--- src/rtl/pcie_wr_burst_pack_pkg.sv ---
// Shared definitions for the frame-buffer write burst packer.
// Holds the FSM state encoding, the TLP length width, the 4 KB boundary
// constant and the helper that derives the base-address alignment mask.
package pcie_wr_burst_pack_pkg;

    typedef enum logic [1:0] {
        StIdle  = 2'd0,
        StStart = 2'd1,
        StData  = 2'd2,
        StDone  = 2'd3
    } state_e;

    localparam int unsigned TLP_LEN_W   = 10;
    localparam int unsigned BOUNDARY_4K = 4096;

    // Mask that clears the low address bits covering one full burst. Burst
    // bytes are clamped to 4 KB so an aligned burst never straddles a page.
    function automatic logic [31:0] align_mask(input int unsigned burst_len);
        int unsigned bytes;
        bytes = burst_len * 4;
        if (bytes > BOUNDARY_4K) begin
            bytes = BOUNDARY_4K;
        end
        return ~(32'(bytes) - 32'd1);
    endfunction

endpackage

--- src/rtl/pcie_wr_burst_pack_if.sv ---
// Streaming bus bundle for the burst packer.
// Upstream side : fifo_rd_data / fifo_rd_vld (show-ahead FIFO), fifo_rd_en pop.
// Downstream side: tlp_data / tlp_valid / tlp_ready handshake plus burst
//                  framing (tlp_sop, tlp_eop) and header (tlp_addr, tlp_len).
// master: the packer. slave: the FIFO + TLP sink environment.
interface pcie_wr_burst_pack_if #(
    parameter int unsigned DATA_W = 32
);
    import pcie_wr_burst_pack_pkg::*;

    logic [DATA_W-1:0]    fifo_rd_data;
    logic                 fifo_rd_vld;
    logic                 fifo_rd_en;
    logic [DATA_W-1:0]    tlp_data;
    logic                 tlp_valid;
    logic                 tlp_ready;
    logic                 tlp_sop;
    logic                 tlp_eop;
    logic [31:0]          tlp_addr;
    logic [TLP_LEN_W-1:0] tlp_len;

    modport master (
        input  fifo_rd_data, fifo_rd_vld, tlp_ready,
        output fifo_rd_en, tlp_data, tlp_valid, tlp_sop, tlp_eop, tlp_addr, tlp_len
    );

    modport slave (
        output fifo_rd_data, fifo_rd_vld, tlp_ready,
        input  fifo_rd_en, tlp_data, tlp_valid, tlp_sop, tlp_eop, tlp_addr, tlp_len
    );

endinterface

--- src/rtl/pcie_wr_burst_pack.sv ---
// Frame-buffer write burst packer.
// Splits a frame of cfg_frame_words DW starting at cfg_base_addr into bursts
// of at most BURST_LEN DW, passing FIFO data straight through to the TLP side.
// Ports:
//   clk, rst_n          clock, asynchronous active-low reset
//   i_cfg_en            run enable (checked at frame start, burst end, frame end)
//   i_cfg_base_addr     frame byte base (low burst bits forced to 0)
//   i_cfg_frame_words   DW per frame; 0 keeps the block idle
//   io_bus              FIFO read side and TLP stream side (master modport)
//   o_busy              high in every state except idle
//   o_frame_done        one-cycle pulse when a frame completes
//   o_frame_cnt         completed frame count, wraps at 16 bits
module pcie_wr_burst_pack
    import pcie_wr_burst_pack_pkg::*;
#(
    parameter int unsigned DATA_W    = 32,
    parameter int unsigned BURST_LEN = 32,
    parameter int unsigned FRAME_W   = 24
) (
    input  logic                 clk,
    input  logic                 rst_n,
    input  logic                 i_cfg_en,
    input  logic [31:0]          i_cfg_base_addr,
    input  logic [FRAME_W-1:0]   i_cfg_frame_words,
    pcie_wr_burst_pack_if.master io_bus,
    output logic                 o_busy,
    output logic                 o_frame_done,
    output logic [15:0]          o_frame_cnt
);

    localparam logic [31:0]          ADDR_MASK   = align_mask(BURST_LEN);
    localparam logic [TLP_LEN_W-1:0] BURST_LEN_L = TLP_LEN_W'(BURST_LEN);

    state_e               r_state,     w_state_nxt;
    logic [31:0]          r_cur_addr,  w_cur_addr_nxt;
    logic [FRAME_W-1:0]   r_remain,    w_remain_nxt;
    logic [TLP_LEN_W-1:0] r_beat_cnt,  w_beat_cnt_nxt;
    logic [31:0]          r_tlp_addr,  w_tlp_addr_nxt;
    logic [TLP_LEN_W-1:0] r_tlp_len,   w_tlp_len_nxt;
    logic [15:0]          r_frame_cnt, w_frame_cnt_nxt;

    logic                 w_in_data;
    logic                 w_accept;
    logic                 w_eop;
    logic [TLP_LEN_W-1:0] w_burst_len;
    logic [FRAME_W-1:0]   w_remain_left;

    assign w_in_data     = (r_state == StData);
    assign w_accept      = w_in_data && io_bus.fifo_rd_vld && io_bus.tlp_ready;
    assign w_eop         = w_in_data && (r_beat_cnt == (r_tlp_len - TLP_LEN_W'(1)));
    assign w_burst_len   = (32'(r_remain) >= BURST_LEN) ? BURST_LEN_L : TLP_LEN_W'(r_remain);
    assign w_remain_left = r_remain - FRAME_W'(r_tlp_len);

    // Data path is a zero-latency pass-through gated by the DATA state.
    assign io_bus.tlp_valid  = w_in_data && io_bus.fifo_rd_vld;
    assign io_bus.tlp_data   = w_in_data ? io_bus.fifo_rd_data : {DATA_W{1'b0}};
    assign io_bus.fifo_rd_en = w_accept;
    assign io_bus.tlp_sop    = w_in_data && (r_beat_cnt == '0);
    assign io_bus.tlp_eop    = w_eop;
    assign io_bus.tlp_addr   = r_tlp_addr;
    assign io_bus.tlp_len    = r_tlp_len;

    assign o_busy       = (r_state != StIdle);
    assign o_frame_done = (r_state == StDone);
    assign o_frame_cnt  = r_frame_cnt;

    always_comb begin
        w_state_nxt     = r_state;
        w_cur_addr_nxt  = r_cur_addr;
        w_remain_nxt    = r_remain;
        w_beat_cnt_nxt  = r_beat_cnt;
        w_tlp_addr_nxt  = r_tlp_addr;
        w_tlp_len_nxt   = r_tlp_len;
        w_frame_cnt_nxt = r_frame_cnt;
        unique case (r_state)
            StIdle: begin
                if (i_cfg_en && (i_cfg_frame_words != '0)) begin
                    w_cur_addr_nxt = i_cfg_base_addr & ADDR_MASK;
                    w_remain_nxt   = i_cfg_frame_words;
                    w_state_nxt    = StStart;
                end
            end
            StStart: begin
                w_tlp_len_nxt  = w_burst_len;
                w_tlp_addr_nxt = r_cur_addr;
                w_beat_cnt_nxt = '0;
                w_state_nxt    = StData;
            end
            StData: begin
                if (w_accept) begin
                    w_beat_cnt_nxt = r_beat_cnt + TLP_LEN_W'(1);
                    if (w_eop) begin
                        w_cur_addr_nxt = r_cur_addr + 32'({r_tlp_len, 2'b00});
                        w_remain_nxt   = w_remain_left;
                        // A finished frame always reports done; a dropped
                        // enable only stops at a burst boundary mid-frame.
                        if (w_remain_left == '0) begin
                            w_state_nxt = StDone;
                        end else if (!i_cfg_en) begin
                            w_state_nxt = StIdle;
                        end else begin
                            w_state_nxt = StStart;
                        end
                    end
                end
            end
            StDone: begin
                w_frame_cnt_nxt = r_frame_cnt + 16'd1;
                if (i_cfg_en && (i_cfg_frame_words != '0)) begin
                    w_cur_addr_nxt = i_cfg_base_addr & ADDR_MASK;
                    w_remain_nxt   = i_cfg_frame_words;
                    w_state_nxt    = StStart;
                end else begin
                    w_state_nxt = StIdle;
                end
            end
            default: w_state_nxt = StIdle;
        endcase
    end

    always_ff @(posedge clk or negedge rst_n) begin
        if (!rst_n) begin
            r_state     <= StIdle;
            r_cur_addr  <= '0;
            r_remain    <= '0;
            r_beat_cnt  <= '0;
            r_tlp_addr  <= '0;
            r_tlp_len   <= '0;
            r_frame_cnt <= '0;
        end else begin
            r_state     <= w_state_nxt;
            r_cur_addr  <= w_cur_addr_nxt;
            r_remain    <= w_remain_nxt;
            r_beat_cnt  <= w_beat_cnt_nxt;
            r_tlp_addr  <= w_tlp_addr_nxt;
            r_tlp_len   <= w_tlp_len_nxt;
            r_frame_cnt <= w_frame_cnt_nxt;
        end
    end

endmodule

--- src/flat_wrapper.sv ---
// flat-port wrapper written by rule: the top's interface ports become plain ports
module pcie_wr_burst_pack_flat import pcie_wr_burst_pack_pkg::*;
#(
    parameter int unsigned DATA_W    = 32,
    parameter int unsigned BURST_LEN = 32,
    parameter int unsigned FRAME_W   = 24
)
  (clk, rst_n, i_cfg_en, i_cfg_base_addr, i_cfg_frame_words, o_busy, o_frame_done, o_frame_cnt, io_bus_fifo_rd_data, io_bus_fifo_rd_vld, io_bus_tlp_ready, io_bus_fifo_rd_en, io_bus_tlp_data, io_bus_tlp_valid, io_bus_tlp_sop, io_bus_tlp_eop, io_bus_tlp_addr, io_bus_tlp_len);
  pcie_wr_burst_pack_if #(.DATA_W(DATA_W)) io_bus_i ();
  input  logic clk;
  input  logic rst_n;
  input  logic i_cfg_en;
  input  logic [31:0] i_cfg_base_addr;
  input  logic [FRAME_W-1:0] i_cfg_frame_words;
  output logic o_busy;
  output logic o_frame_done;
  output logic [15:0] o_frame_cnt;
  input wire logic [$bits(io_bus_i.fifo_rd_data)-1:0] io_bus_fifo_rd_data;
  input wire logic [$bits(io_bus_i.fifo_rd_vld)-1:0] io_bus_fifo_rd_vld;
  input wire logic [$bits(io_bus_i.tlp_ready)-1:0] io_bus_tlp_ready;
  output wire logic [$bits(io_bus_i.fifo_rd_en)-1:0] io_bus_fifo_rd_en;
  output wire logic [$bits(io_bus_i.tlp_data)-1:0] io_bus_tlp_data;
  output wire logic [$bits(io_bus_i.tlp_valid)-1:0] io_bus_tlp_valid;
  output wire logic [$bits(io_bus_i.tlp_sop)-1:0] io_bus_tlp_sop;
  output wire logic [$bits(io_bus_i.tlp_eop)-1:0] io_bus_tlp_eop;
  output wire logic [$bits(io_bus_i.tlp_addr)-1:0] io_bus_tlp_addr;
  output wire logic [$bits(io_bus_i.tlp_len)-1:0] io_bus_tlp_len;
  assign io_bus_i.fifo_rd_data = io_bus_fifo_rd_data;
  assign io_bus_i.fifo_rd_vld = io_bus_fifo_rd_vld;
  assign io_bus_i.tlp_ready = io_bus_tlp_ready;
  assign io_bus_fifo_rd_en = io_bus_i.fifo_rd_en;
  assign io_bus_tlp_data = io_bus_i.tlp_data;
  assign io_bus_tlp_valid = io_bus_i.tlp_valid;
  assign io_bus_tlp_sop = io_bus_i.tlp_sop;
  assign io_bus_tlp_eop = io_bus_i.tlp_eop;
  assign io_bus_tlp_addr = io_bus_i.tlp_addr;
  assign io_bus_tlp_len = io_bus_i.tlp_len;
  pcie_wr_burst_pack #(.DATA_W(DATA_W), .BURST_LEN(BURST_LEN), .FRAME_W(FRAME_W)) u_core (.clk(clk), .rst_n(rst_n), .i_cfg_en(i_cfg_en), .i_cfg_base_addr(i_cfg_base_addr), .i_cfg_frame_words(i_cfg_frame_words), .io_bus(io_bus_i), .o_busy(o_busy), .o_frame_done(o_frame_done), .o_frame_cnt(o_frame_cnt));
endmodule
--- config.mk ---
export PLATFORM = sky130hd
export DESIGN_NAME = pcie_wr_burst_pack_flat
export DESIGN_NICKNAME = d
export VERILOG_FILES = /design/src/rtl/pcie_wr_burst_pack_pkg.sv /design/src/rtl/pcie_wr_burst_pack_if.sv /design/src/rtl/pcie_wr_burst_pack.sv /design/src/flat_wrapper.sv
export SDC_FILE = /design/constraint.sdc
export NUM_CORES = 1
export LEC_CHECK = 0
export BUFFER_PORTS_ARGS = -buffer_cell sky130_fd_sc_hd__buf_2
export CAP_MARGIN = 5
export CELL_PAD_IN_SITES_DETAIL_PLACEMENT = 0
export CELL_PAD_IN_SITES_GLOBAL_PLACEMENT = 2
export CORE_ASPECT_RATIO = 1.2
export CORE_MARGIN = 2
export CORE_UTILIZATION = 35
export DETAILED_ROUTE_END_ITERATION = 6
export HOLD_SLACK_MARGIN = 0.08
export PLACE_DENSITY = 0.92
export REMOVE_ABC_BUFFERS = 1
export SLEW_MARGIN = 20
export SYNTH_ARGS = -nofsm -noshare
export SYNTH_HDL_FRONTEND = slang
export SYNTH_SLANG_ARGS = --single-unit
--- constraint.sdc ---
create_clock -name clk -period 7.2 [get_ports clk]
set_input_delay 0.72 -clock clk [delete_from_list [all_inputs] [get_ports clk]]
set_output_delay 0.72 -clock clk [all_outputs]
set_load 0.02 [all_outputs]
# After elaboration in Yosys (flattened, before gate mapping)
# Index checks and enable logic that the tools add are counted.
[op_classes] n_reduce_logical=16 order_cmp=1 muxes=19 shifts=0 addsub=5 div_mod_pow=0 multipliers=0 bitwise_logic=0 n_eq_ne=8
[ops] cell="32-bit 2-to-1 mux" n=4
[ops] cell="24-bit 2-to-1 mux" n=3
[ops] cell="32-bit one-hot mux with 2 select lines" n=1
[ops] cell="24-bit one-hot mux with 2 select lines" n=1
[ops] cell="32-bit by 12-bit adder with 32-bit output" n=1
[ops] cell="24-bit by 6-bit >= comparator with 1-bit output, second input constant" n=1
[ops] cell="24-bit logical NOT" n=1
[ops] cell="24-bit nonzero test" n=1
[ops] cell="24-bit by 10-bit subtractor with 24-bit output" n=1
[ops] cell="10-bit 2-to-1 mux" n=2
[ops] cell="10-bit one-hot mux with 2 select lines" n=1
[ops] cell="16-bit by 1-bit adder with 16-bit output, second input constant" n=1
[ops] cell="10-bit by 1-bit adder with 10-bit output, second input constant" n=1
[ops] cell="10-bit equality test" n=1
[ops] cell="10-bit logical NOT" n=1
[ops] cell="10-bit by 1-bit subtractor with 10-bit output, second input constant" n=1
[ops] cell="2-bit 2-to-1 mux" n=4
[ops] cell="2-bit one-hot mux with 4 select lines" n=1
[ops] cell="2-bit nonzero test" n=3
[ops] cell="1-bit logical AND" n=5
[ops] cell="2-bit equality test, second input constant" n=2
[ops] cell="2-bit by 1-bit != test with 1-bit output, second input constant" n=2
[ops] cell="2-bit != test, second input constant" n=2
[ops] cell="4-bit AND reduction" n=1
[ops] cell="6 further kinds" n=7
[totals] latchBits=0 mem_bits_ro=0 out_inout_bits=96 n_memories=0 reg_bits=126 elab_cells=56 ramBits=0 input_bits=93

# Depth between registers and ports, before layout
[depth] ltp_word=6 ltp_mapped=12 ltp_nobuf=11

# Worst setup path before layout
# Ideal clock, no wire load.
[synth_timing] path_type="register to output" start="register u_core.r_tlp_len[1] (netlist: u_core.io_bus.tlp_len[1])" end="output port io_bus_tlp_eop" path_buffers=0 arrival_time_ns=2.179 required_ns=6.480 path_stages_with_launch=8 setup_slack_ns=4.301 cell_sequence="dfrtp_1 inv_1 ha_1 nor2b_1 nand3_1 a211o_1 a2111oi_4 and3_1"
[synth_via] elab_chain_len=3
[synth_rtl] element="start, declared" line="pcie_wr_burst_pack.sv:39" text="logic [TLP_LEN_W-1:0] r_tlp_len, w_tlp_len_nxt;"
[synth_rtl] element="start signal, assigned" line="pcie_wr_burst_pack.sv:136" text="r_tlp_len <= w_tlp_len_nxt;"
[synth_rtl] element="10-bit by 1-bit subtractor with 10-bit output" line="pcie_wr_burst_pack.sv:50" text="assign w_eop = w_in_data && (r_beat_cnt == (r_tlp_len - TLP_LEN_W'(1)));"
[synth_rtl] element="10-bit equality test" line="pcie_wr_burst_pack.sv:50"
[synth_rtl] element="1-bit logical AND" line="pcie_wr_burst_pack.sv:50"
[synth_rtl] element="end, declared" line="flat_wrapper.sv:25" text="output wire logic [$bits(io_bus_i.tlp_eop)-1:0] io_bus_tlp_eop;"
# No other way between the ends.

# Worst setup path after layout
[layout_timing] start="register u_core.r_tlp_len[1] (netlist: u_core.io_bus.tlp_len[1])" end="register u_core.r_cur_addr[29]"
[layout_via] elab_chain_len=5 word_cells_on_any_way=9 cone_classes="add/sub (2); eq/ne (2); mux (3); reduce/logical (2)"
[layout_rtl] element="10-bit by 1-bit subtractor with 10-bit output" line="pcie_wr_burst_pack.sv:50"
[layout_rtl] element="10-bit equality test" line="pcie_wr_burst_pack.sv:50"
[layout_rtl] element="1-bit logical AND" line="pcie_wr_burst_pack.sv:50"
[layout_rtl] element="2-bit != test (no source line)"
[layout_rtl] element="4-bit AND reduction (no source line)"
[layout_rtl] element="end signal, assigned" line="pcie_wr_burst_pack.sv:132" text="r_cur_addr <= w_cur_addr_nxt;"
[layout_rtl] element="end, declared" line="pcie_wr_burst_pack.sv:35" text="logic [31:0] r_cur_addr, w_cur_addr_nxt;"
# Parallel ways exist; a longest one is shown, timed or not. The select of a mux whose other input is x is not followed.
# A chain may end at the register's enable or synchronous reset.

==> metrics <==
status=finished, final reports clean; internal power=1300 uW; Worst Setup Start Kind=flip-flop; P_sw=482 uW; HPWL after DPL=15700 um; Hold Crit Class=in2async; Peak VDD IR=0.132 mV; power per cell area=187 nW/um^2; post-CTS sizing=0; Synth Flop Type=dfrtp_1; initial antenna violation count=2; GRT Residual Overflow=0; worst endpoint data arrival time=4300 ps; Slew HR=37.4%; Die H=168 um; Tightest Pin Transition=939 ps; CTS Buffer Depth=2; clock sink count=122; Lkg Pwr=0.00462 uW; Critical Path RT=7530 ps; Iter 0 DRT Violations=470; clk_skew=15.5 ps; Comb power frac=9.7%; sequential share of the synthesized area=39.1%; number of synthesized flops with an enable pin=0; Reg clk slew, reported paths=60 ps; clock network power share=49.2%; crit share post-route=55.2%; area fraction in compound gates after synthesis=20.6%; Critical Path Sink Type=flip-flop; Syn Std Cell Area=7810 um^2; Starting Density=35.9%; Synth Area in Simple Gates=19.6%; RD Place Congestion=0.863; Post-DP Area=8910 um^2; Num CTS Buffers=17; cts hold-fix bufs=0; FP Rows=59; yosys warns=0; layout cells sized above 1=28.3%; Root Buffer Master=clkbuf_16; total track usage=18.6%; unrepaired setup endpoints after global routing=no; core box area=21800 um^2; minimum clock period=3980 ps; Fin. Hold Viols=0; Final Instance Area=9520 um^2; DRT Pass-1 Iters=7; RR Endpoint=u_core.r_cur_addr[29]; worst reg2reg startpoint=u_core.io_bus.tlp_len[1]; post-CTS setup buffer count=0; Ports=189; Finish-stage setup viols=0; Layout Nets=1129; Max Fclk=252 MHz; critical path class=reg2reg; routed vias/inst=5.35; TritonCTS clock tree=yes; multiplexer share of the synthesized area=6.04%; Post-Synth XOR/XNOR Area=5.27%; via count=6922; die width=140 um; average size of a mapped cell=9.23 um^2; setup TNS=0 ps; Area Growth Syn to Fin=21.8%; Max-Cap Viols=0; Synth Area in Adders=5.16%; DRC Markers=0; pin count of the biggest net entering global routing=70; largest family of logic cells by synthesized area=compound AO/OA/AOI/OAI gates; Die ar.=23500 um^2; cells on worst reg2reg path=11; vias in the first global route=6744; Slew Limit Fails=0; final WL=21700 um; switching fraction of total power=27.0%; Avg WL per Cell=16.7 um; first-pass GRT wire length=35200 um; fin worst setup slack=3220 ps; clock latency on the worst-skew pair=420 ps; Post-Syn Instances=846; CP max FO=28; Yosys reg bits=122; Sequential Power Share=41.1%; Worst R2R Setup Slack=3220 ps; I/O Buffers=179; remaining antenna violation count after routing=0; Placement Setup Slack=3250 ps; CTS H-tree lvls=4; Synth cell types=69; Post-synth ARST share=100%
[worst max path at each step]
stage	startpoint	to	cells after the start
floorplan	u_core.r_state[0]	u_core.r_remain[11]	7
global placement	u_core.io_bus.tlp_len[1]	u_core.r_cur_addr[29]	11
detailed placement	u_core.io_bus.tlp_len[1]	u_core.r_cur_addr[29]	11
CTS	u_core.io_bus.tlp_len[1]	u_core.r_cur_addr[29]	11
global route	u_core.io_bus.tlp_len[1]	u_core.r_cur_addr[29]	11
finish	u_core.io_bus.tlp_len[1]	u_core.r_cur_addr[29]	11
[sequential cells by signal, summed over array words and instances (netlist names)]
register / flops
u_core.io_bus.tlp_addr: 30
u_core.r_cur_addr: 30
u_core.r_remain: 24
u_core.o_frame_cnt: 16
u_core.io_bus.tlp_len: 10
u_core.r_beat_cnt: 10
u_core.r_state: 2
[metrics by stage]
step	total power (uW)	cells	util (%)	hold slack, ps
2_1_floorplan	841	801	-	424
3_3_place_gp	917	1260	40.9	456
3_5_place_dp	919	1260	40.9	462
4_1_cts	1810	1292	43.7	478
5_1_grt	1860	1293	43.7	500
6_report	1780	1294	43.7	443
[per-layer routing]
layer,wire (um),vias to the layer above,part of all wire (%),GRT usage [%]
met3,1190,30,5.5,3.29
li1,-,3383,-,-
met1,9590,3321,44,24.4
met4,508,0,2.3,6.72
met5,0,-,0,0
met2,10400,188,48,31.1
[placed cells by master (no fill, tap or decap), drive strengths merged, types with 4 or more instances in the layout]
| master | count |
|---|---|
| a211o | 5 |
| a2bb2oi | 13 |
| buf | 185 |
| inv | 40 |
| a31oi | 4 |
| nor2 | 48 |
| a211oi | 10 |
| nor4 | 14 |
| nand2b | 7 |
| o21ai | 49 |
| or4 | 5 |
| nand3 | 28 |
| nand2 | 86 |
| o31ai | 4 |
| nor3 | 19 |
| a21oi | 61 |
| dfrtp | 122 |
| clkbuf | 17 |
| nor2b | 10 |
| xnor2 | 25 |
| ha | 29 |
| a21o | 15 |
| xor2 | 22 |
| mux2i | 10 |
| o22ai | 19 |
| nand4 | 14 |
| and2 | 36 |
| mux2 | 33 |
| o211ai | 6 |
| a221oi | 4 |
| and3 | 15 |
[cells in the mapped netlist (7+ instances only)]
cell,instances,area [um^2]
mux2i_1,10,100
inv_1,31,116
nor4_1,13,81.3
nand2b_1,7,43.8
mux2_2,33,372
and3_1,15,93.8
xnor2_1,25,219
a211oi_1,10,75.1
a21o_1,15,113
a21oi_1,48,240
ha_1,29,363
o21ai_0,49,245
a2bb2oi_2,12,180
nor2_1,48,180
dfrtp_1,122,3050
o22ai_1,19,119
nand2_1,86,323
and2_1,36,225
nor3_1,18,90.1
nand4_1,14,87.6
a21oi_2,13,114
xor2_1,22,193
clkbuf_1,28,105
nor2b_1,10,62.6
nand3_1,27,135
[power groups by stage]
stage                     registers, uW  logic [uW]  clock network [uW]
after floorplan                     735         106                   0
after global placement              744         173                   0
after detailed placement            744         175                   0
after CTS                           731         176                 898
after global routing                736         196                 927
final                               732         174                 877
[kinds of logic after synthesis]
logic type	after synthesis
compound gates	226
xor+xnor	47
fa+ha+maj	31
buf+inv	77
flops	122
mux	43
other cells	1
simple gates	299
[final cells by class]
type                    instances  area, um^2
well taps                     274         343
repair buffers                185         943
flip-flops and latches        122        3050
multi-input cells             648        4460
fillers                      2193       12300
diodes                          2        5.00
clock inverters                15         176
clock buffers                  17         425
inverters                      31         116
[critical path: stages (launching register included)]
cell,delay [ps]
dfrtp_1,530
inv_1,160
ha_1,170
nor2b_1,410
nand3_1,130
a211o_1,360
a2111oi_4,310
nand3_2,300
a21oi_4,710
buf_4,460
a21oi_1,120
a211oi_1,220
Power figures use the tool's default switching activity.
